**src/rtl/neighbor_vector_builder.sv**
```systemverilog
// Builds the 8-bit neighbour-alive vector of one grid cell by reading its eight neighbours in sequence.
// Edge behaviour: define TORUS_WRAP_EN to wrap coordinates; otherwise off-grid neighbours read as dead.
module neighbor_vector_builder #(
  parameter int GRID_W = 16,
  parameter int GRID_H = 16
) (
  input  logic                      clk,
  input  logic                      rst,
  input  logic                      start,
  input  logic [$clog2(GRID_W)-1:0] cell_x,
  input  logic [$clog2(GRID_H)-1:0] cell_y,
  output logic                      busy,
  output logic [$clog2(GRID_W)-1:0] mem_x,
  output logic [$clog2(GRID_H)-1:0] mem_y,
  output logic                      mem_rd_en,
  input  logic                      mem_rd_data,
  output logic [7:0]                vec_out,
  output logic                      vec_valid,
  input  logic                      vec_ready
);

  localparam int XW = $clog2(GRID_W);
  localparam int YW = $clog2(GRID_H);

  typedef enum logic [1:0] {IDLE, FETCH, DRAIN, PRESENT} state_t;

  state_t          state, state_nxt;
  logic [3:0]      idx, idx_nxt;
  logic            accept, issue;

  logic [XW-1:0]   lat_x;
  logic [YW-1:0]   lat_y;
  logic            rd_slot, cap_vld, cap_en;
  logic [2:0]      rd_idx, cap_idx;

  logic [1:0]      dxc, dyc;
  logic [XW:0]     xs;
  logic [YW:0]     ys;
  logic            x_in, y_in, in_grid;
  logic [XW-1:0]   xa;
  logic [YW-1:0]   ya;

  always_ff @(posedge clk or posedge rst) begin
    if (rst) begin
      state <= IDLE;
      idx   <= '0;
    end else begin
      state <= state_nxt;
      idx   <= idx_nxt;
    end
  end

  // FETCH spends idx 0..7 issuing reads and idx 8 waiting for the last one to reach the port.
  always_comb begin
    state_nxt = state;
    idx_nxt   = idx;
    accept    = 1'b0;
    issue     = 1'b0;
    case (state)
      IDLE: begin
        if (start) begin
          state_nxt = FETCH;
          idx_nxt   = '0;
          accept    = 1'b1;
        end
      end
      FETCH: begin
        if (idx == 4'd8) begin
          state_nxt = DRAIN;
        end else begin
          idx_nxt = idx + 4'd1;
          issue   = 1'b1;
        end
      end
      DRAIN:   state_nxt = PRESENT;
      PRESENT: if (vec_ready) state_nxt = IDLE;
      default: state_nxt = IDLE;
    endcase
  end

  assign busy      = (state != IDLE);
  assign vec_valid = (state == PRESENT);

  // Offset codes: 0 means -1, 1 means 0, 2 means +1.
  always_comb begin
    dxc = 2'd2;
    dyc = 2'd2;
    case (idx[2:0])
      3'd0: begin dxc = 2'd0; dyc = 2'd0; end
      3'd1: begin dxc = 2'd1; dyc = 2'd0; end
      3'd2: begin dxc = 2'd2; dyc = 2'd0; end
      3'd3: begin dxc = 2'd0; dyc = 2'd1; end
      3'd4: begin dxc = 2'd2; dyc = 2'd1; end
      3'd5: begin dxc = 2'd0; dyc = 2'd2; end
      3'd6: begin dxc = 2'd1; dyc = 2'd2; end
      default: begin dxc = 2'd2; dyc = 2'd2; end
    endcase
  end

  // One extra bit keeps both -1 at zero (all ones) and +1 at the far edge out of range.
  always_comb begin
    xs   = {1'b0, lat_x} + (XW+1)'(dxc) - (XW+1)'(1);
    ys   = {1'b0, lat_y} + (YW+1)'(dyc) - (YW+1)'(1);
    x_in = (xs < (XW+1)'(GRID_W));
    y_in = (ys < (YW+1)'(GRID_H));
`ifdef TORUS_WRAP_EN
    xa      = x_in ? xs[XW-1:0] : ((dxc == 2'd0) ? XW'(GRID_W - 1) : '0);
    ya      = y_in ? ys[YW-1:0] : ((dyc == 2'd0) ? YW'(GRID_H - 1) : '0);
    in_grid = 1'b1;
`else
    xa      = xs[XW-1:0];
    ya      = ys[YW-1:0];
    in_grid = x_in & y_in;
`endif
  end

  // Read port is registered; the memory answers one cycle after the strobe, so a
  // capture stage tracks which vector bit the returning data belongs to.
  always_ff @(posedge clk or posedge rst) begin
    if (rst) begin
      lat_x     <= '0;
      lat_y     <= '0;
      mem_x     <= '0;
      mem_y     <= '0;
      mem_rd_en <= 1'b0;
      rd_slot   <= 1'b0;
      rd_idx    <= '0;
      cap_vld   <= 1'b0;
      cap_en    <= 1'b0;
      cap_idx   <= '0;
      vec_out   <= '0;
    end else begin
      if (accept) begin
        lat_x   <= cell_x;
        lat_y   <= cell_y;
        vec_out <= '0;
      end
      rd_slot   <= issue;
      rd_idx    <= idx[2:0];
      mem_rd_en <= issue & in_grid;
      if (issue && in_grid) begin
        mem_x <= xa;
        mem_y <= ya;
      end
      cap_vld <= rd_slot;
      cap_idx <= rd_idx;
      cap_en  <= mem_rd_en;
      if (cap_vld) vec_out[cap_idx] <= cap_en & mem_rd_data;
    end
  end

endmodule

```
**config.mk**
```make
export PLATFORM = sky130hd
export DESIGN_NAME = neighbor_vector_builder
export DESIGN_NICKNAME = d
export VERILOG_FILES = /design/src/rtl/neighbor_vector_builder.sv
export SDC_FILE = /design/constraint.sdc
export NUM_CORES = 1
export LEC_CHECK = 0
export ABC_CLOCK_PERIOD_IN_PS = 3700
export BUFFER_PORTS_ARGS = -buffer_cell sky130_fd_sc_hd__clkbuf_2
export CORE_MARGIN = 2
export CORE_UTILIZATION = 45
export CTS_CLUSTER_DIAMETER = 80
export DETAILED_ROUTE_END_ITERATION = 8
export PLACE_DENSITY = 0.73
export SLEW_MARGIN = 20
export SYNTH_ARGS = -nofsm -noshare
export SYNTH_HDL_FRONTEND = slang
export SYNTH_SLANG_ARGS = --single-unit
```
**constraint.sdc**
```tcl
create_clock -name clk -period 3.7 [get_ports clk]
set_clock_uncertainty 0.05 [all_clocks]
set_input_delay 0.185 -clock clk [delete_from_list [all_inputs] [get_ports clk]]
set_output_delay 0.185 -clock clk [all_outputs]
set_load 0.1 [all_outputs]
```
==> flow_metrics.tcl <==
set metrics [dict create \
    outcome "finished, final reports clean" \
    htree_levels 2 \
    top_level_ports 32 \
    yosysWarningCount 0 \
    drc 0 \
    postPlaceCellArea_sq_mm 0.00231 \
    final-hold-violation-count 0 \
    period_needed_ps 3060 \
    drtIter0Drc 67 \
    grt_overflow 0 \
    cts.clk_slew.worst_paths_ps 70 \
    period_share 0.826 \
    start_kind "flop" \
    synth_top_area_frac 0.478 \
    clock-root-buffer "clkbuf_8" \
    maxSlewHeadroom 0.547 \
    clock_latency_ps 290 \
    antenna_found_initial 0 \
    ant_nets 0 \
    initial_core_util 0.474 \
    cp.arrival_ps 3180 \
    cp_max_fo 9 \
    syn_nets 218 \
    die_x_um 72.2 \
    cp-startpoint "idx[0]$_DFFE_PP0P_" \
    rsz0062_at_grt "false" \
    port_buffers 31 \
    worst_ep_required_time_ps 3820 \
    netlist_area_sq_mm 0.00209 \
    rr_startpoint "idx[0]$_DFFE_PP0P_" \
    clock.fmax_ghz 0.327 \
    clockBufferDepth 2 \
    finalSetupTns_ps 0 \
    wirelength_um 3630 \
    syn_inst 183 \
    synthArstFlopShare 1.00 \
    synth-simple-area-share 0.106 \
    grt_pass1_wl_um 6100 \
    cts_buffers 5 \
    synth-xor-area-share 0.00837 \
    tightest_slew_ps 678 \
    synth_enable_flop_cells 0 \
    cts_tree "yes" \
    setup_viol 0 \
    design.die.area_sq_mm 0.00521 \
    ys_top_cells_by_count "dfrtp_1 (40), inv_1 (30), ha_1 (20), mux2_2 (14), mux2i_1 (10)" \
    drv_slew 0 \
    rows 24 \
    syn_avg_cell_area_sq_um 11.4 \
    ys_seq_area_frac 0.478 \
    synth_compound_area_frac 0.0807 \
    first_pass_iters 4 \
    nets 255 \
    synth.distinct_cells 31 \
    endpoint "mem_y[3]$_DFFE_PP0P_" \
    yosysMostFrequentCell "dfrtp_1" \
    grtUsageTotal 0.154 \
    place_congestion 0.790 \
    die_h_um 72.2 \
    synth_fa_ha_area_frac 0.139 \
    rr_worst_depth 12 \
    regToRegEndpoint "mem_y[3]$_DFFE_PP0P_" \
    vias 1380 \
    synth_ff_type "dfrtp_1" \
    core_region_area_sq_mm 0.00441 \
    n_antenna_cell 0 \
    synthTopCellsByArea "dfrtp_1 (48%), ha_1 (12%), mux2_2 (7.5%)" \
    drive_gt1_frac 0.273 \
    area_delta_synth_final_pct 14.3 \
    synth_top_area_cell "dfrtp_1" \
    grt_max_degree 41 \
    synth_top_family_by_area "adder cells" \
    cts.sink_count 40 \
    hold_path.class "in2reg" \
    ff2ff_setup_slack_ps 640 \
    grt_pass1_vias 1411 \
    critPathCaptureType "flop" \
    routedWlPerCell_um 13.3 \
    timing_worst_setup_path_type "reg2reg" \
    viasPerCell 5.07 \
    synthMuxAreaShare 0.123 \
    ys_ff_latch 40 \
    maxCapViolations 0 \
    dpl.hpwl_um 2700 \
    finalCoreUtilization 0.542 \
    design_area_sq_mm 0.00239 \
]
kinds of logic after synthesis:
family          after synthesis
fa+ha+maj                    22
flops                        40
compound gates               22
simple gates                 39
buf+inv                      34
mux                          24
xor+xnor                      2
placed cells by master, fill, tap and decap left out, types with 3 or more instances in the layout:
master and instances:
dfrtp_1 40, clkbuf_2 31, inv_1 30, ha_1 20
mux2_2 14, mux2i_1 10, nand2_1 8, nand3_1 8
o21ai_0 8, nor3_1 6, clkbuf_8 5, nor2_1 4
a21oi_1 3, nand4b_1 3
worst min-delay path by stage:
stage	from	endpoint	slack, ps	depth (start not counted)
2_1_floorplan	rd_idx[0]$_DFF_PP0_	cap_idx[0]$_DFF_PP0_	280	0
3_3_place_gp	rst	vec_out[6]$_DFF_PP0_	260	3
3_5_place_dp	rst	vec_out[7]$_DFF_PP0_	280	3
4_1_cts	cell_y[0]	lat_y[0]$_DFFE_PP0P_	60	2
5_1_grt	cell_x[3]	lat_x[3]$_DFFE_PP0P_	70	2
6_report	cell_y[0]	lat_y[0]$_DFFE_PP0P_	70	2
flip-flops by register name, indices dropped and copies added, names as in the netlist:
name / cells
vec_out: 8
idx: 4
cap_vld: 1
cap_idx: 3
mem_rd_en: 1
lat_x: 4
rd_slot: 1
mem_x: 4
rd_idx: 3
state: 2
mem_y: 4
cap_en: 1
lat_y: 4
through the flow:
stage,hold slack [ps],cells,setup WS [ps]
after floorplan,281,183,694
after global placement,265,264,746
after detailed placement,278,264,640
after CTS,64.7,272,629
after global routing,74.3,272,434
final,68.3,272,643
timing repair:
item                      4_1_cts  5_1_grt
resized for setup               0        0
buffers inserted                0        0
hold buffers                    1        0
hold endpoints to repair       40        0
cell type report:
class	instances	area, sq um
inverters	30	113
clock inverters	1	5.00
clock buffers	6	72.6
fillers	396	2020
flip-flops and latches	40	1000
multi-input cells	109	957
well taps	52	65.1
repair buffers	34	180
worst max-delay path: stages, from the launching register on:
cell	delay, ps
dfrtp_1	450
ha_1	260
ha_1	190
a211oi_1	190
o21ai_0	120
ha_1	230
inv_1	60
ha_1	220
nand3_1	100
nand3_1	120
a2111oi_4	350
buf_4	240
mux2_2	350
metal layers:
metal  part of all wire  vias up  routed length, um  GRT usage
li1                   -      700                  -          -
met1               0.47      644               1700      0.191
met2               0.47       31               1700      0.253
met3              0.047        5                172     0.0375
met4              0.016        0                 58     0.0755
met5                  0        -                  0          0
Power is not shown: default switching activity piles up to over one toggle a cycle in this logic, so the estimate is an artifact.
